==> config.mk <==
export PLATFORM = sky130hd
export DESIGN_NAME = ps2_kbd_rx_flat
export DESIGN_NICKNAME = d
export VERILOG_FILES = /design/src/rtl/ps2_kbd_rx_if.sv /design/src/rtl/ps2_kbd_rx.sv /design/src/flat_wrapper.sv
export SDC_FILE = /design/constraint.sdc
export NUM_CORES = 1
export LEC_CHECK = 0
export ABC_AREA = 1
export CELL_PAD_IN_SITES_DETAIL_PLACEMENT = 1
export CELL_PAD_IN_SITES_GLOBAL_PLACEMENT = 1
export CORE_UTILIZATION = 50
export DETAILED_ROUTE_END_ITERATION = 8
export PLACE_DENSITY = 0.9
export REMOVE_ABC_BUFFERS = 1
export SLEW_MARGIN = 20
export SYNTH_ARGS = -nofsm -noshare
export SYNTH_HDL_FRONTEND = slang
export SYNTH_SLANG_ARGS = --single-unit
export TNS_END_PERCENT = 1
==> constraint.sdc <==
create_clock -name clk -period 6 [get_ports clk]
set_clock_uncertainty 0.2 [all_clocks]
set_input_delay 1.8 -clock clk [delete_from_list [all_inputs] [get_ports clk]]
set_output_delay 1.8 -clock clk [all_outputs]
set_load 0.01 [all_outputs]
==> src/rtl/ps2_kbd_rx_if.sv <==
// Key-queue read port between the PS/2 receiver and the CPU bus read logic.
// Ports: rd_en from the consumer; rd_data/rd_ext/rd_brk give the head entry; empty/full/level give occupancy.
// The master modport is the receiver side. The slave modport is the consumer side.
interface ps2_kbd_rx_if #(
    parameter int LVL_W = 4
);
    logic             rd_en;
    logic [7:0]       rd_data;
    logic             rd_ext;
    logic             rd_brk;
    logic             empty;
    logic             full;
    logic [LVL_W-1:0] level;

    modport master (input rd_en, output rd_data, rd_ext, rd_brk, empty, full, level);
    modport slave  (output rd_en, input rd_data, rd_ext, rd_brk, empty, full, level);
endinterface

==> src/rtl/ps2_kbd_rx.sv <==
// PS/2 keyboard receiver: sync + glitch filter, start/parity/stop check, timeout, E0/F0 folding, FWFT key FIFO.
// Latency: error pulses 1 cycle after the stop-bit tick; the pushed entry is visible 2 cycles after it; a pop shows the next entry 1 cycle later.
// Backpressure: none toward the keyboard. A key arriving while the FIFO is full (and not popped that cycle) is dropped, and overflow is set.
// Ports: clk/rst; raw ps2_clk/ps2_data; rd_bus (rd_en, rd_data, rd_ext, rd_brk, empty, full, level); overflow, err_parity, err_frame.
module ps2_kbd_rx #(
    parameter int CLK_DIV       = 250,
    parameter int FILT_LEN      = 4,
    parameter int FIFO_DEPTH    = 8,
    parameter int TIMEOUT_TICKS = 200
) (
    input  logic         clk,
    input  logic         rst,
    input  logic         ps2_clk,
    input  logic         ps2_data,
    ps2_kbd_rx_if.master rd_bus,
    output logic         overflow,
    output logic         err_parity,
    output logic         err_frame
);
    localparam int DIV_W = (CLK_DIV > 1) ? $clog2(CLK_DIV) : 1;
    localparam int TO_W  = $clog2(TIMEOUT_TICKS + 1);
    localparam int PTR_W = $clog2(FIFO_DEPTH);
    localparam int LVL_W = PTR_W + 1;

    typedef enum logic [1:0] {S_IDLE, S_DATA, S_STOP} state_t;

    // Two-flop synchronisers; reset to the idle-high line level.
    logic [1:0] clk_sync, dat_sync;
    logic       ps2_clk_s, ps2_data_s;

    always_ff @(posedge clk) begin
        if (rst) begin
            clk_sync <= 2'b11;
            dat_sync <= 2'b11;
        end else begin
            clk_sync <= {clk_sync[0], ps2_clk};
            dat_sync <= {dat_sync[0], ps2_data};
        end
    end
    assign ps2_clk_s  = clk_sync[1];
    assign ps2_data_s = dat_sync[1];

    // Sample tick.
    logic [DIV_W-1:0] tick_cnt;
    logic             tick;
    assign tick = (tick_cnt == DIV_W'(CLK_DIV - 1));

    always_ff @(posedge clk) begin
        if (rst || tick) tick_cnt <= '0;
        else             tick_cnt <= tick_cnt + DIV_W'(1);
    end

    // Glitch filter. A falling edge is declared on the tick whose new history turns all-zero while the filtered clock is still high.
    logic [FILT_LEN-1:0] hist, hist_nxt;
    logic                filt_clk, fall;
    assign hist_nxt = {hist[FILT_LEN-2:0], ps2_clk_s};
    assign fall     = tick && filt_clk && (hist_nxt == '0);

    always_ff @(posedge clk) begin
        if (rst) begin
            hist     <= '1;
            filt_clk <= 1'b1;
        end else if (tick) begin
            hist <= hist_nxt;
            if (&hist_nxt)            filt_clk <= 1'b1;
            else if (hist_nxt == '0)  filt_clk <= 1'b0;
        end
    end

    // Frame FSM. S_DATA collects eight data bits plus parity, LSB first, into the top of shreg.
    state_t          state_q, state_d;
    logic [3:0]      bit_cnt_q, bit_cnt_d;
    logic [8:0]      shreg_q, shreg_d;
    logic [TO_W-1:0] to_cnt_q, to_cnt_d;
    logic            byte_ok, par_bad, frm_bad;

    always_ff @(posedge clk) begin
        if (rst) begin
            state_q   <= S_IDLE;
            bit_cnt_q <= '0;
            shreg_q   <= '0;
            to_cnt_q  <= '0;
        end else begin
            state_q   <= state_d;
            bit_cnt_q <= bit_cnt_d;
            shreg_q   <= shreg_d;
            to_cnt_q  <= to_cnt_d;
        end
    end

    always_comb begin
        state_d   = state_q;
        bit_cnt_d = bit_cnt_q;
        shreg_d   = shreg_q;
        to_cnt_d  = to_cnt_q;
        byte_ok   = 1'b0;
        par_bad   = 1'b0;
        frm_bad   = 1'b0;
        case (state_q)
            S_IDLE: begin
                bit_cnt_d = '0;
                to_cnt_d  = '0;
                // A start bit sampled high is silently ignored.
                if (fall && !ps2_data_s) state_d = S_DATA;
            end
            S_DATA, S_STOP: begin
                if (fall) begin
                    to_cnt_d = '0;
                    if (state_q == S_DATA) begin
                        shreg_d   = {ps2_data_s, shreg_q[8:1]};
                        bit_cnt_d = bit_cnt_q + 4'd1;
                        if (bit_cnt_q == 4'd8) state_d = S_STOP;
                    end else begin
                        state_d = S_IDLE;
                        if (!ps2_data_s)    frm_bad = 1'b1;
                        else if (!(^shreg_q)) par_bad = 1'b1;
                        else                 byte_ok = 1'b1;
                    end
                end else if (tick) begin
                    if (to_cnt_q == TO_W'(TIMEOUT_TICKS - 1)) begin
                        state_d = S_IDLE;
                        frm_bad = 1'b1;
                    end else begin
                        to_cnt_d = to_cnt_q + TO_W'(1);
                    end
                end
            end
            default: state_d = S_IDLE;
        endcase
    end

    logic       byte_vld;
    logic [7:0] byte_q;

    always_ff @(posedge clk) begin
        if (rst) begin
            err_parity <= 1'b0;
            err_frame  <= 1'b0;
            byte_vld   <= 1'b0;
            byte_q     <= '0;
        end else begin
            err_parity <= par_bad;
            err_frame  <= frm_bad;
            byte_vld   <= byte_ok;
            if (byte_ok) byte_q <= shreg_q[7:0];
        end
    end

    // Prefix folding. Error frames never reach here, so they leave the pending flags intact.
    logic       ext_pend, brk_pend, push;
    logic [9:0] wdata;
    assign push  = byte_vld && (byte_q != 8'hE0) && (byte_q != 8'hF0);
    assign wdata = {ext_pend, brk_pend, byte_q};

    always_ff @(posedge clk) begin
        if (rst) begin
            ext_pend <= 1'b0;
            brk_pend <= 1'b0;
        end else if (byte_vld) begin
            if (byte_q == 8'hE0)      ext_pend <= 1'b1;
            else if (byte_q == 8'hF0) brk_pend <= 1'b1;
            else begin
                ext_pend <= 1'b0;
                brk_pend <= 1'b0;
            end
        end
    end

    // FWFT FIFO. The head is kept in a register so it holds its last value once the FIFO drains.
    logic [9:0]       mem [FIFO_DEPTH];
    logic [PTR_W-1:0] wr_ptr, rd_ptr, rd_ptr_nxt;
    logic [LVL_W-1:0] count, cnt_nxt;
    logic [9:0]       head_q, head_nxt;
    logic             pop, push_ok, full_i;

    assign full_i     = (count == LVL_W'(FIFO_DEPTH));
    assign pop        = rd_bus.rd_en && (count != '0);
    assign push_ok    = push && (!full_i || pop);
    assign rd_ptr_nxt = pop ? rd_ptr + PTR_W'(1) : rd_ptr;

    always_comb begin
        cnt_nxt = count;
        if (push_ok && !pop)      cnt_nxt = count + LVL_W'(1);
        else if (!push_ok && pop) cnt_nxt = count - LVL_W'(1);
    end

    always_comb begin
        head_nxt = head_q;
        if (cnt_nxt != '0) begin
            // A push into the slot becoming head has not reached mem yet.
            if (push_ok && (rd_ptr_nxt == wr_ptr)) head_nxt = wdata;
            else                                   head_nxt = mem[rd_ptr_nxt];
        end
    end

    always_ff @(posedge clk) begin
        if (push_ok) mem[wr_ptr] <= wdata;
    end

    always_ff @(posedge clk) begin
        if (rst) begin
            wr_ptr   <= '0;
            rd_ptr   <= '0;
            count    <= '0;
            head_q   <= '0;
            overflow <= 1'b0;
        end else begin
            if (push_ok) wr_ptr <= wr_ptr + PTR_W'(1);
            rd_ptr <= rd_ptr_nxt;
            count  <= cnt_nxt;
            head_q <= head_nxt;
            if (push && full_i && !pop) overflow <= 1'b1;
        end
    end

    assign rd_bus.rd_data = head_q[7:0];
    assign rd_bus.rd_brk  = head_q[8];
    assign rd_bus.rd_ext  = head_q[9];
    assign rd_bus.empty   = (count == '0);
    assign rd_bus.full    = full_i;
    assign rd_bus.level   = count;
endmodule

==> src/flat_wrapper.sv <==
// flat-port wrapper written by rule: the top's interface ports become plain ports
module ps2_kbd_rx_flat 
#(
    parameter int CLK_DIV       = 250,
    parameter int FILT_LEN      = 4,
    parameter int FIFO_DEPTH    = 8,
    parameter int TIMEOUT_TICKS = 200
)
  (clk, rst, ps2_clk, ps2_data, overflow, err_parity, err_frame, rd_bus_rd_en, rd_bus_rd_data, rd_bus_rd_ext, rd_bus_rd_brk, rd_bus_empty, rd_bus_full, rd_bus_level);
  ps2_kbd_rx_if #(.LVL_W(($clog2(FIFO_DEPTH) + 1))) rd_bus_i ();
  input  logic clk;
  input  logic rst;
  input  logic ps2_clk;
  input  logic ps2_data;
  output logic overflow;
  output logic err_parity;
  output logic err_frame;
  input wire logic [$bits(rd_bus_i.rd_en)-1:0] rd_bus_rd_en;
  output wire logic [$bits(rd_bus_i.rd_data)-1:0] rd_bus_rd_data;
  output wire logic [$bits(rd_bus_i.rd_ext)-1:0] rd_bus_rd_ext;
  output wire logic [$bits(rd_bus_i.rd_brk)-1:0] rd_bus_rd_brk;
  output wire logic [$bits(rd_bus_i.empty)-1:0] rd_bus_empty;
  output wire logic [$bits(rd_bus_i.full)-1:0] rd_bus_full;
  output wire logic [$bits(rd_bus_i.level)-1:0] rd_bus_level;
  assign rd_bus_i.rd_en = rd_bus_rd_en;
  assign rd_bus_rd_data = rd_bus_i.rd_data;
  assign rd_bus_rd_ext = rd_bus_i.rd_ext;
  assign rd_bus_rd_brk = rd_bus_i.rd_brk;
  assign rd_bus_empty = rd_bus_i.empty;
  assign rd_bus_full = rd_bus_i.full;
  assign rd_bus_level = rd_bus_i.level;
  ps2_kbd_rx #(.CLK_DIV(CLK_DIV), .FILT_LEN(FILT_LEN), .FIFO_DEPTH(FIFO_DEPTH), .TIMEOUT_TICKS(TIMEOUT_TICKS)) u_core (.clk(clk), .rst(rst), .ps2_clk(ps2_clk), .ps2_data(ps2_data), .rd_bus(rd_bus_i), .overflow(overflow), .err_parity(err_parity), .err_frame(err_frame));
endmodule
* Yosys cells after proc, flatten, opt, wreduce, memory -nomap -nowiden
Memory sizes are Yosys's and may differ from the RTL's. A register that Yosys moved wholly into a read port is not among the register bits.
Index checks and enable logic that the tools add are counted.
** Word-level totals
- Register bits :: 63
- Memory bits (writable) :: 80
- Input bits :: 5
- Output and inout bits :: 19
- Word-level logic and storage cells :: 120
- Memories kept :: 1
** Operators by class
- $add $sub $neg :: 7
- Equal/unequal tests :: 18
- Multiplexer cells :: 35
- Bitwise operators :: 4
- Reduce and logical (&&, ||, !) cells :: 36
** Memory list
- u_core.mem :: words 8, bits a word 10, rd ports 1, clocked after memory_dff 1, write ports 1, RTL line ps2_kbd_rx.sv:170 : logic [9:0] mem [FIFO_DEPTH];
** Operators with widths (count)
- $eq A8 B8 Y1 const B :: 4
- $mux W8 :: 3
- $mux W1 :: 18
- $add A8 B1 Y8 const B :: 2
- $mux W4 :: 4
- $ne A8 B8 Y1 const B :: 2
- $pmux W8 S2 :: 1
- $mux W2 :: 6
- $logic_and A1 B1 Y1 :: 11
- $reduce_and A3 Y1 :: 3
- $reduce_xor A9 Y1 :: 1
- $add A4 B1 Y4 const B :: 2
- $eq A4 B4 Y1 const B :: 2
- $logic_not A4 Y1 :: 2
- $ne A2 B1 Y1 const B :: 4
- $pmux W4 S2 :: 1
- $reduce_and A4 Y1 :: 2
- $reduce_bool A4 Y1 :: 2
- $add A3 B1 Y3 const B :: 2
- $ne A3 B1 Y1 const B :: 2
- $reduce_and A2 Y1 :: 3
- $reduce_or A5 Y1 :: 1
- $logic_not A1 Y1 :: 4
- $ne A4 B4 Y1 const B :: 1
- 11 further kinds :: 17

* Logic depth before layout (Yosys ltp)
- Depth in word-level cells :: 9
- Mapped depth :: 16
- Depth with buffers taken out :: 14

* Worst setup path before layout
No wires, ideal clock.
- Path type :: input -> register
- Start :: input rd_bus_rd_en
- End :: memory u_core.mem[1][0] (enable)
- Setup time :: 0.376 ns
- Data arrival time :: 2.728 ns
- Required time :: 5.424 ns
- Path slack :: 2.696 ns
- Stages on the path :: 6
- Buffers on the path :: 0
- Cells stage by stage :: nand2_4 > nand2_4 > nand3_2 > nor2_1 > inv_1 > nor2_1
** Between the ends
- Cells in the longest elaborated chain, start to end :: 5
** Ends and longest elaborated chain
- from (decl) :: RTL line flat_wrapper.sv:18 : input wire logic [$bits(rd_bus_i.rd_en)-1:0] rd_bus_rd_en;
- $logic_and A1 B1 Y1 :: RTL line ps2_kbd_rx.sv:177 : assign pop = rd_bus.rd_en && (count != '0);
- $logic_or A1 B1 Y1 :: RTL line ps2_kbd_rx.sv:178 : assign push_ok = push && (!full_i || pop);
- $logic_and A1 B1 Y1 :: RTL line ps2_kbd_rx.sv:178
- $mux W1 :: RTL line ps2_kbd_rx.sv:197 : if (push_ok) mem[wr_ptr] <= wdata;
- $mux W1 (implied by the code) :: RTL line ps2_kbd_rx.sv:197
- to (decl) :: RTL line ps2_kbd_rx.sv:170
No other way between the ends.

* Worst setup path after layout
- Start :: register u_core.count[0] (netlist: u_core.rd_bus.level[0])
- End :: output rd_bus_full
** Between the ends
- Cells in the longest elaborated chain, start to end :: 1
** Ends and longest elaborated chain
- from (decl) :: RTL line ps2_kbd_rx.sv:172 : logic [LVL_W-1:0] count, cnt_nxt;
- from (signal assigned) :: RTL line ps2_kbd_rx.sv:210 : count <= cnt_nxt;
- $eq A4 B4 Y1 :: RTL line ps2_kbd_rx.sv:176 : assign full_i = (count == LVL_W'(FIFO_DEPTH));
- to (decl) :: RTL line flat_wrapper.sv:23 : output wire logic [$bits(rd_bus_i.full)-1:0] rd_bus_full;
No other way between the ends.

==> results.cfg <==
[final_layout]
insertedDiodeCount = 0
fill_cells = 1674
multi_input_area_um2 = 2746
drive_gt1_share_pct = 8.075
layout_common_cells = 173 x nand2_1, 147 x nand3_1, 134 x inv_1
final_common_cell = nand2_1
regArea_um2 = 3864
area.growth.synth_to_final_pct = 13.00
final_nets = 909

[sta]
tightest_slew_ns = 1.084
rsz0062_at_grt = no
fmax_mhz = 239.3
period_minus_slack_ns = 4.180
hold_viol = 0
finalCritPeriodShare_pct = 69.66
setup_violations = 0
finalMaxSlewViolations = 0
fin_tns_setup_ns = 0
relSlewSlack_pct = 27.45

[yosys]
yosys_register_bits = 153
synth_warnings = 0
syn_avg_cell_area_um2 = 8.387
synthCells = 870
syn-cell-area_um2 = 7297
yosysSeqAreaShare_pct = 52.95
yosys.cell_types.count = 40

[grt]
grt_first_pass_wirelength_um = 33560
grt_usage_pct = 30.37
grt_pass1_vias = 6460
grt_start_max_net_pins = 29
antenna_found_initial = 0
gr-total-overflow = 0

[worst_setup_path]
crit_chain = inv_1 -> ha_1 -> nand2_1 -> nor2_2 -> clkdlybuf4s50_1
crit_type = reg -> out
cp.arrival_ns = 2.18
cpPeakStageDelay_ns = 0.61
start_kind = flip-flop
crit_required_ns = 4.00
critPathMaxFanout = 5
endpoint_kind = output port
cp_slowest_cell = clkdlybuf4s50_1

[floorplanning]
fp.dieH_um = 122.8
initial_utilization_pct = 51.96
die_w_um = 122.8
placementRows = 43
fp.coreArea_um2 = 14040
dieArea_um2 = 15080
pin_count = 24

[clock_tree]
cts_sinks = 153
cts_tree = built
h-tree-depth = 4
cts_max_path_buffers = 2
clk_pin_slew_ns = 0.06
ctsResizeCount = 0
cts_made_buffers = 17
cts_setup_buffers = 0
clk_latency_ns = 0.44
cts_root_buf = clkbuf_16
ctsHoldBuffers = 0

[pwr]
p_leak_nw = 3.453
ir_drop_uv = 401.7
power_density_nw_per_um2 = 503.9
p_total_mw = 4.155

[place]
portBuffers = 23
dpl.hpwl_um = 13730
place_congestion = 0.8134

[min_path]
min_path_type = reg -> reg

[routing]
drtAntennaViolNets = 0
drc = 0
wl_per_cell_um = 19.66
drt_pass1_iterations = 5
first_iter_violations = 399
routed_wl_um = 21310
via_per_inst = 5.616
vias = 6088

[flow_run]
drv_cap = 0

[outcome]
status = finished, final reports clean
[cells by family (layout without fill, tap and decap cells)]
| logic type | after synthesis | in the layout | synth area share [%] |
|---|---|---|---|
| AND/OR/NAND/NOR | 448 | 448 | 28.58 |
| AO/OA/AOI/OAI | 68 | 68 | 4.870 |
| XOR/XNOR | 16 | 16 | 1.920 |
| adder cells (fa/ha/maj) | 13 | 13 | 2.229 |
| flip-flops | 153 | 153 | 52.95 |
| buffers and inverters | 172 | 206 | 9.448 |
[path summary, 6_finish.rpt]
path                                        startpoint            endpoint  slack, ns  cells past startpoint
worst max register to register        u_core.byte_q[3]    u_core.head_q[1]       2.69                     13
worst max-delay path            u_core.rd_bus.level[0]         rd_bus_full       1.82                      5
worst min register to register      u_core.dat_sync[0]  u_core.dat_sync[1]       0.22                      1
worst min-delay path                u_core.dat_sync[0]  u_core.dat_sync[1]       0.22                      1
[layout make-up]
type	count	area share [%]
Clock buffer	18	5.205
Timing Repair Buffer	32	3.612
Multi-Input combinational cell	545	33.31
Tap cell	180	2.731
Clock inverter	14	1.806
Sequential cell	153	46.86
Inverter	142	6.480
[sequential cells by signal (all words and copies together) (netlist names), 2 cells and up]
register	cells
u_core.to_cnt_q	8
u_core.bit_cnt_q	4
u_core.head_q	10
u_core.tick_cnt	8
u_core.hist	3
u_core.state_q	2
u_core.dat_sync	2
u_core.clk_sync	2
u_core.wr_ptr	3
u_core.rd_bus.level	4
u_core.rd_ptr	3
u_core.mem	80
u_core.byte_q	8
u_core.shreg_q	9
[per-stage QoR]
step / std cells / utilization [%] / worst slack (ns) / hold WS [ns] / cell area (µm²)
floorplan: 840 / - / 2.241 / 0.1895 / 7142
global placement: 1052 / 54.60 / 1.636 / 0.1947 / 7667
detailed placement: 1052 / 54.60 / 1.512 / 0.1987 / 7667
CTS: 1084 / 58.72 / 1.817 / 0.2154 / 8245
global route: 1084 / 58.72 / 1.702 / 0.2447 / 8245
finish: 1084 / 58.72 / 1.820 / 0.2153 / 8245
[worst max-delay path: cells and delay by family, from the launching register on]
family                   cells  cell delay (ns)
adder cells (fa/ha/maj)      1             0.28
flip-flops                   1             0.37
AND/OR/NAND/NOR              2             0.32
buffers and inverters        2             0.77
[synthesized netlist by cell type, drive strengths merged]
cell type / count / share of area (%)
nor3: 8 / 0.62
nand3: 153 / 11
a21oi: 39 / 2.7
xnor2: 5 / 0.60
nand3b: 12 / 1.2
nor2: 80 / 4.5
a21boi: 1 / 0.10
a211oi: 1 / 0.10
inv: 140 / 7.2
nand4: 5 / 0.51
edfxtp: 80 / 33
ha: 13 / 2.2
xor2: 11 / 1.3
nor4: 1 / 0.086
a22oi: 1 / 0.10
nand2: 180 / 9.6
nor3b: 3 / 0.31
clkbuf: 10 / 0.51
a31oi: 1 / 0.086
clkinv: 2 / 0.12
o21ai: 24 / 1.6
or2: 6 / 0.51
o21a: 1 / 0.10
dfxtp: 73 / 20
buf: 20 / 1.6
[report_power, final]
group / switching [mW] / total, mW / leakage [nW] / internal [mW]
logic: 1.28 / 1.88 / 1.82 / 0.604
registers: 0.0504 / 1.20 / 1.36 / 1.15
clock network: 0.458 / 1.07 / 0.273 / 0.614
total: 1.79 / 4.15 / 3.45 / 2.37
[layer usage]
layer,global-route usage (%),share of wire (%),vias up
met4,16.16,3.3,0
met1,33.59,40,3003
li1,-,-,2857
met5,0,0,-
met3,6.831,4.2,54
met2,54.00,52,174
No activity file was read; power rests on OpenSTA's default activity.
